## src/rtl/riscv_pkg.sv

```systemverilog
// riscv_pkg
//   Shared RV32 decode constants: major opcodes, funct7 patterns, ALU_Control
//   groups and codes, op_A_sel codes, and the immediate-format classifier used
//   by both the decoder and imm_gen.
package riscv_pkg;

  // Major opcodes (instr[6:0])
  localparam logic [6:0] OPC_LOAD   = 7'b0000011;
  localparam logic [6:0] OPC_STORE  = 7'b0100011;
  localparam logic [6:0] OPC_BRANCH = 7'b1100011;
  localparam logic [6:0] OPC_JALR   = 7'b1100111;
  localparam logic [6:0] OPC_JAL    = 7'b1101111;
  localparam logic [6:0] OPC_OP_IMM = 7'b0010011;
  localparam logic [6:0] OPC_OP     = 7'b0110011;
  localparam logic [6:0] OPC_LUI    = 7'b0110111;
  localparam logic [6:0] OPC_AUIPC  = 7'b0010111;

  // funct7 patterns that change the ALU group
  localparam logic [6:0] F7_ALT    = 7'b0100000;  // SUB / SRA / SRAI
  localparam logic [6:0] F7_MULDIV = 7'b0000001;  // RV32M

  // ALU_Control = {group, funct3} for arithmetic; fixed codes otherwise
  localparam logic [2:0] ALU_GRP_BASE = 3'b000;
  localparam logic [2:0] ALU_GRP_M    = 3'b001;
  localparam logic [2:0] ALU_GRP_ALT  = 3'b010;
  localparam logic [5:0] ALU_ADD      = 6'b000000;  // address / LUI / AUIPC add
  localparam logic [5:0] ALU_LINK     = 6'b011111;  // JAL/JALR pass-through of PC+4

  // op_A_sel codes
  localparam logic [1:0] OPA_RS1  = 2'b00;
  localparam logic [1:0] OPA_PC   = 2'b01;
  localparam logic [1:0] OPA_PC4  = 2'b10;
  localparam logic [1:0] OPA_ZERO = 2'b11;

  typedef enum logic [2:0] {
    FMT_NONE,
    FMT_I,
    FMT_S,
    FMT_B,
    FMT_U,
    FMT_J
  } imm_fmt_e;

  // Immediate format selected purely by opcode; R-type and unknown give none.
  function automatic imm_fmt_e imm_fmt(input logic [6:0] opcode);
    imm_fmt_e fmt;
    case (opcode)
      OPC_OP_IMM, OPC_LOAD, OPC_JALR: fmt = FMT_I;
      OPC_STORE:                      fmt = FMT_S;
      OPC_BRANCH:                     fmt = FMT_B;
      OPC_LUI, OPC_AUIPC:             fmt = FMT_U;
      OPC_JAL:                        fmt = FMT_J;
      default:                        fmt = FMT_NONE;
    endcase
    return fmt;
  endfunction

endpackage

```

## src/rtl/imm_gen.sv

```systemverilog
// imm_gen
//   Combinational immediate generator: builds the sign-extended 32-bit
//   immediate for the I/S/B/U/J format implied by the opcode, 0 otherwise.
// Ports:
//   instr  in  32  instruction word
//   imm32  out 32  sign-extended immediate
module imm_gen
  import riscv_pkg::*;
(
  input  logic [31:0] instr,
  output logic [31:0] imm32
);

  always_comb begin
    imm32 = 32'b0;
    case (imm_fmt(instr[6:0]))
      FMT_I: imm32 = {{20{instr[31]}}, instr[31:20]};
      FMT_S: imm32 = {{20{instr[31]}}, instr[31:25], instr[11:7]};
      FMT_B: imm32 = {{19{instr[31]}}, instr[31], instr[7], instr[30:25], instr[11:8], 1'b0};
      FMT_U: imm32 = {instr[31:12], 12'b0};
      FMT_J: imm32 = {{11{instr[31]}}, instr[31], instr[19:12], instr[20], instr[30:21], 1'b0};
      default: imm32 = 32'b0;
    endcase
  end

endmodule

```

## src/rtl/decode_pipe.sv

```systemverilog
// decode_pipe
//   RV32I(+optional M) decode stage with a valid/ready handshake on both
//   sides. The decoded bundle is registered (1-cycle latency). Detects a
//   load-use hazard against the bundle held for execute and inserts one
//   bubble; a captured JAL raises a one-cycle redirect with its target.
// Ports:
//   clock, reset (sync, active-low)
//   if_valid/if_ready, PC, instr     fetch side
//   flush                            execute mispredict kill
//   ex_valid/ex_ready, ex_PC         execute side handshake and bundle PC
//   read_sel1/2, write_sel, wEn, mem_wEn, wb_sel, op_A_sel, op_B_sel,
//   ALU_Control, imm32, branch_op, illegal   decoded bundle
//   next_PC_select, target_PC        JAL redirect
module decode_pipe
  import riscv_pkg::*;
#(
  parameter int ADDRESS_BITS = 16,
  parameter bit ENABLE_M     = 1'b0
) (
  input  logic                    clock,
  input  logic                    reset,
  input  logic                    if_valid,
  output logic                    if_ready,
  input  logic [ADDRESS_BITS-1:0] PC,
  input  logic [31:0]             instr,
  input  logic                    flush,
  output logic                    ex_valid,
  input  logic                    ex_ready,
  output logic [ADDRESS_BITS-1:0] ex_PC,
  output logic [4:0]              read_sel1,
  output logic [4:0]              read_sel2,
  output logic [4:0]              write_sel,
  output logic                    wEn,
  output logic                    mem_wEn,
  output logic                    wb_sel,
  output logic [1:0]              op_A_sel,
  output logic                    op_B_sel,
  output logic [5:0]              ALU_Control,
  output logic [31:0]             imm32,
  output logic                    branch_op,
  output logic                    illegal,
  output logic                    next_PC_select,
  output logic [ADDRESS_BITS-1:0] target_PC
);

  logic [6:0] opcode;
  logic [2:0] funct3;
  logic [6:0] funct7;
  logic [4:0] rs1;
  logic [4:0] rs2;
  logic [4:0] rd;

  assign opcode = instr[6:0];
  assign funct3 = instr[14:12];
  assign funct7 = instr[31:25];
  assign rs1    = instr[19:15];
  assign rs2    = instr[24:20];
  assign rd     = instr[11:7];

  logic [31:0] imm32_next;

  imm_gen u_imm_gen (
    .instr (instr),
    .imm32 (imm32_next)
  );

  logic       w_en_next;
  logic       mem_w_en_next;
  logic       wb_sel_next;
  logic [1:0] op_a_sel_next;
  logic       op_b_sel_next;
  logic [5:0] alu_control_next;
  logic       branch_op_next;
  logic       illegal_next;
  logic       rs1_used;
  logic       rs2_used;

  always_comb begin
    w_en_next        = 1'b0;
    mem_w_en_next    = 1'b0;
    wb_sel_next      = 1'b0;
    op_a_sel_next    = OPA_RS1;
    op_b_sel_next    = 1'b0;
    alu_control_next = {ALU_GRP_BASE, funct3};
    branch_op_next   = 1'b0;
    illegal_next     = 1'b0;
    rs1_used         = 1'b0;
    rs2_used         = 1'b0;

    case (opcode)
      OPC_OP: begin
        w_en_next     = 1'b1;
        op_b_sel_next = 1'b1;
        rs1_used      = 1'b1;
        rs2_used      = 1'b1;
        if (funct7 == F7_MULDIV) begin
          if (ENABLE_M) alu_control_next = {ALU_GRP_M, funct3};
          else          illegal_next     = 1'b1;
        end else if (funct7 == F7_ALT) begin
          alu_control_next = {ALU_GRP_ALT, funct3};
        end
      end
      OPC_OP_IMM: begin
        w_en_next = 1'b1;
        rs1_used  = 1'b1;
        // Only SRAI uses funct7 to pick the alternate op; other I-types
        // carry immediate bits there.
        if (funct3 == 3'b101 && funct7 == F7_ALT)
          alu_control_next = {ALU_GRP_ALT, funct3};
      end
      OPC_LOAD: begin
        w_en_next        = 1'b1;
        wb_sel_next      = 1'b1;
        alu_control_next = ALU_ADD;
        rs1_used         = 1'b1;
      end
      OPC_STORE: begin
        mem_w_en_next    = 1'b1;
        alu_control_next = ALU_ADD;
        rs1_used         = 1'b1;
        rs2_used         = 1'b1;
      end
      OPC_BRANCH: begin
        branch_op_next   = 1'b1;
        op_b_sel_next    = 1'b1;
        alu_control_next = {ALU_GRP_ALT, funct3};
        rs1_used         = 1'b1;
        rs2_used         = 1'b1;
      end
      OPC_LUI: begin
        w_en_next        = 1'b1;
        op_a_sel_next    = OPA_ZERO;
        alu_control_next = ALU_ADD;
      end
      OPC_AUIPC: begin
        w_en_next        = 1'b1;
        op_a_sel_next    = OPA_PC;
        alu_control_next = ALU_ADD;
      end
      OPC_JAL: begin
        w_en_next        = 1'b1;
        op_a_sel_next    = OPA_PC4;
        alu_control_next = ALU_LINK;
      end
      OPC_JALR: begin
        w_en_next        = 1'b1;
        op_a_sel_next    = OPA_PC4;
        alu_control_next = ALU_LINK;
        rs1_used         = 1'b1;
      end
      default: illegal_next = 1'b1;
    endcase

    // An illegal encoding must not cause any architectural side effect.
    if (illegal_next) begin
      w_en_next      = 1'b0;
      mem_w_en_next  = 1'b0;
      branch_op_next = 1'b0;
    end
  end

  // Load-use: the held bundle is a load (wb_sel) whose rd feeds the incoming
  // instruction, so the incoming one must wait one cycle.
  logic hazard;
  logic transfer;
  logic is_jal;

  assign hazard = ex_valid && wb_sel && (write_sel != 5'd0) &&
                  ((rs1_used && (rs1 == write_sel)) ||
                   (rs2_used && (rs2 == write_sel)));

  assign if_ready = reset && (!ex_valid || ex_ready) && !hazard &&
                    !flush && !next_PC_select;
  assign transfer = if_valid && if_ready;
  assign is_jal   = (opcode == OPC_JAL);

  always_ff @(posedge clock) begin
    if (!reset) begin
      ex_valid       <= 1'b0;
      ex_PC          <= '0;
      read_sel1      <= 5'd0;
      read_sel2      <= 5'd0;
      write_sel      <= 5'd0;
      wEn            <= 1'b0;
      mem_wEn        <= 1'b0;
      wb_sel         <= 1'b0;
      op_A_sel       <= 2'b00;
      op_B_sel       <= 1'b0;
      ALU_Control    <= 6'd0;
      imm32          <= 32'd0;
      branch_op      <= 1'b0;
      illegal        <= 1'b0;
      next_PC_select <= 1'b0;
      target_PC      <= '0;
    end else if (flush) begin
      ex_valid       <= 1'b0;
      next_PC_select <= 1'b0;
    end else begin
      next_PC_select <= 1'b0;
      if (transfer) begin
        ex_valid    <= 1'b1;
        ex_PC       <= PC;
        read_sel1   <= rs1;
        read_sel2   <= rs2;
        write_sel   <= rd;
        wEn         <= w_en_next;
        mem_wEn     <= mem_w_en_next;
        wb_sel      <= wb_sel_next;
        op_A_sel    <= op_a_sel_next;
        op_B_sel    <= op_b_sel_next;
        ALU_Control <= alu_control_next;
        imm32       <= imm32_next;
        branch_op   <= branch_op_next;
        illegal     <= illegal_next;
        if (is_jal) begin
          next_PC_select <= 1'b1;
          // Truncating add gives the target modulo 2^ADDRESS_BITS.
          target_PC      <= PC + imm32_next[ADDRESS_BITS-1:0];
        end
      end else if (ex_ready) begin
        ex_valid <= 1'b0;
      end
    end
  end

endmodule

```

## config.mk

```make
export PLATFORM = sky130hd
export DESIGN_NAME = decode_pipe
export DESIGN_NICKNAME = d
export VERILOG_FILES = /design/src/rtl/riscv_pkg.sv /design/src/rtl/imm_gen.sv /design/src/rtl/decode_pipe.sv
export SDC_FILE = /design/constraint.sdc
export NUM_CORES = 1
export LEC_CHECK = 0
export CORE_ASPECT_RATIO = 0.75
export CORE_MARGIN = 4
export CORE_UTILIZATION = 40
export DETAILED_ROUTE_END_ITERATION = 10
export PLACE_DENSITY = 0.79
export REMOVE_ABC_BUFFERS = 1
export SLEW_MARGIN = 40
export SYNTH_ARGS = -nofsm -noshare
export SYNTH_HDL_FRONTEND = slang
export SYNTH_SLANG_ARGS = --single-unit
export TNS_END_PERCENT = 50
```

## constraint.sdc

```tcl
create_clock -name clock -period 6.5 [get_ports clock]
set_clock_uncertainty 0.15 [all_clocks]
set_input_delay 0.65 -clock clock [delete_from_list [all_inputs] [get_ports clock]]
set_output_delay 0.65 -clock clock [all_outputs]
set_load 0.005 [all_outputs]
```

==> impl_metrics.csv <==
group,metric,value,unit
run_status,outcome,"complete, no violations",
worst_setup_path,end_kind,"flip-flop",
floorplan,die_h,107.1,um
detailed_routing,viasPerCell,6.146,
timing,max_freq,222.0,MHz
clock_tree,clock_sinks,94,
placed_design,dp_cells,894,
min_path,hold_class,"flip-flop to flip-flop",
power,total_power,1.346,mW
timing,period_share,0.6929,
placed_design,gp_congestion,0.9271,
clock_tree,path_clk_slew,60,ps
synthesis,ys_ff_latch,94,
finish,fin_nets,808,
finish,antenna_cells,0,
timing,rsz0062_at_grt,"no",
floorplan,num_io_pins,149,
synthesis,yosys_warnings,0,
timing,relSlewSlack,0.5009,
placed_design,io_buffer_count,147,
clock_tree,clk_path_buf_depth,2,
detailed_routing,drtAntennaViolNets,0,
global_routing,grt_max_degree,90,
finish,seqCellArea,1882,um2
finish,layout.cells.non_filler,910,
clock_tree,clkLatencyLatePin,340,ps
timing,tns,0,ps
synthesis,synthXorXnorAreaFrac,0.03180,
clock_tree,cts-resized-gates,0,
floorplan,start_util,0.4178,
worst_setup_path,r2r_slack,3130,ps
finish,syn2layout_area_growth,33.52,%
synthesis,netlist_instances,636,
placed_design,dpl.hpwl,12430,um
floorplan,placementRows,35,
detailed_routing,vias,5593,
global_routing,grt_pass1_vias,5395,
synthesis,synthSimpleGateAreaFrac,0.1875,
worst_setup_path,critical_path.max_fanout,19,
min_path,worst_hold_path.num_cells,2,
synthesis,yosysSeqAreaShare,0.3596,
synthesis,synth_adder_area_share,0.03969,
clock_tree,cts_setup_buffers,0,
synthesis,synth-compound-area-share,0.3089,
timing,setup-violations-final,0,
clock_tree,root_buffer,"clkbuf_16",
detailed_routing,drtIter0Drc,588,
min_path,min_delay_worst_endpoint,"target_PC[6]$_SDFFE_PN0P_",
synthesis,syn_area_per_cell,8.227,um2
worst_setup_path,arrival,4550,ps
detailed_routing,wirelength,17970,um
power,p_leak,2.374,nW
global_routing,antenna_found_initial,0,
synthesis,synth_async_sr_flop_share,0,
synthesis,ys_types,67,
timing,worst_pin_slew,740.7,ps
detailed_routing,drc,0,
worst_setup_path,reg2reg_depth,7,
worst_setup_path,start_kind,"primary input",
synthesis,synth_area,5233,um2
global_routing,track_usage,0.2328,
clock_tree,cts_tree,"yes",
detailed_routing,wl_per_cell,19.75,um
clock_tree,numCtsBuffers,9,
timing,fin_crit,4504,ps
global_routing,grt_pass1_wl,28530,um
worst_setup_path,r2r_end,"target_PC[13]$_SDFFE_PN0P_",
power,p_per_area,192.7,nW/um2
floorplan,dieArea,14990,um2
min_path,hp-start,"target_PC[6]$_SDFFE_PN0P_",
floorplan,die_width,140.1,um
synthesis,synth-main-ff-cell,"dfxtp_1",
detailed_routing,drt_pass1_iterations,5,
synthesis,synth_top_family_by_area,"compound AO/OA/AOI/OAI gates",
timing,final_max_slew_viol_count,0,
timing,hold_violations,0,
global_routing,grt_overflow,0,
synthesis,synthMuxAreaShare,0.009565,
finish,multi_input_area,3044,um2
worst_setup_path,criticalPathCategory,"primary input to flip-flop",
clock_tree,htree_levels,3,
finish,final_util,0.5578,
synthesis,synth_edf_count,0,
worst_setup_path,worstPathRequired,6550,ps
floorplan,coreArea,12520,um2
job,drv_cap,0,
clock_tree,cts_hold_buf,0,
power,peakVddDrop,0.0001380,V
worst_setup_path,r2r_start,"write_sel[3]$_SDFFE_PN0P_",
finish,fillCellCount,1140,
finish,layout-drive-gt1-share,0.07527,
==> per-stage QoR <==
step | setup slack, ps | hold slack [ps] | cell area [um2]
detailed placement | 1754 | 311.6 | 6674
global route | 1637 | 347.3 | 6987
CTS | 2129 | 320.3 | 6975
finish | 1996 | 320.1 | 6987
global placement | 2030 | 305.5 | 6668
floorplan | 2184 | 301.1 | 4930
==> flip-flops by register name, summed over array words and instances, names as in the netlist, 2 cells and up <==
register,count
ex_PC,16
ALU_Control,5
op_A_sel,2
imm32,32
read_sel2,5
target_PC,16
write_sel,5
read_sel1,5
==> area by class of cell <==
type | instances | area share
inverters | 6 | 0.003403
repair buffers | 153 | 0.2187
multi-input cells | 475 | 0.4357
well taps | 166 | 0.02973
clock buffers | 12 | 0.03671
flip-flops and latches | 94 | 0.2693
clock inverters | 4 | 0.006447
==> Yosys cell counts, types with 5 or more instances <==
master    number  share of area
nor2_1        17          0.012
dfxtp_1       94           0.36
nor2b_1        9          0.011
ha_1          15          0.036
xnor2_1        9          0.015
o21ai_0       53          0.051
mux2i_1        5         0.0096
nor3_1        28          0.027
a211oi_1       6         0.0086
o31ai_1       12          0.017
buf_6          5          0.011
a21oi_1      123           0.12
buf_2          9         0.0086
nand3_1       45          0.043
buf_1          6         0.0043
nand2b_1       5         0.0060
and2_1        10          0.012
clkbuf_1      35          0.025
a211oi_2      21          0.050
nand2_1       18          0.013
nand4_1       19          0.023
or4_1          5         0.0072
inv_1          5         0.0036
xor2_1        10          0.017
==> cells by family after synthesis <==
family | count (synthesis)
xor gates and xnor gates | 19
adders and majority gates | 16
and+or+nand+nor | 178
DFF | 94
AOI/OAI and AO/OA | 256
other | 1
buffers and inverters | 67
muxes | 5
==> layout by cell type, fill, tap and decap left out, types with 10 or more instances in the layout <==
master	synthesis	final
nand4_1	19	19
xor2_1	10	10
o21ai_0	53	53
dfxtp_1	94	94
o31ai_1	12	12
ha_1	15	15
nor3_1	28	28
a211oi_2	21	20
a21oi_1	123	123
nand2_1	18	17
clkdlybuf4s50_1	0	147
nand3_1	45	45
nor2_1	17	17
==> report_power, final <==
part	internal [mW]	switching [mW]
registers	0.592	0.0105
logic	0.0983	0.106
clock network	0.317	0.222
total	1.01	0.338
==> worst max path at each step <==
stage / from / endpoint / slack, ps / depth (start not counted)
after detailed placement: instr[6] / target_PC[14]$_SDFFE_PN0P_ / 1750 / 11
after CTS: instr[6] / target_PC[14]$_SDFFE_PN0P_ / 2130 / 11
final: instr[6] / target_PC[14]$_SDFFE_PN0P_ / 2000 / 13
after global routing: instr[6] / target_PC[14]$_SDFFE_PN0P_ / 1640 / 11
after global placement: instr[6] / target_PC[14]$_SDFFE_PN0P_ / 2030 / 13
after floorplan: instr[23] / imm32[23]$_SDFFE_PN0P_ / 2180 / 6
==> worst max-delay path: stages <==
cell and delay [ps]:
clkdlybuf4s50_1 720, or4_1 670, o21ai_0 140, nand2_1 80, a32o_1 290, ha_1 240, fa_1 420, a21oi_1 280
o211ai_1 300, a31oi_1 360, a22oi_1 140, xnor2_1 160, mux2i_1 100
==> metal layers <==
layer  vias up  wire length, um  track usage
met4         0              325      0.06639
met2       307             8167       0.3706
met1      2676             7713       0.3099
met3        29             1763      0.06509
li1       2581                -            -
met5         -                0            0
(Power assumes the default switching activity.)
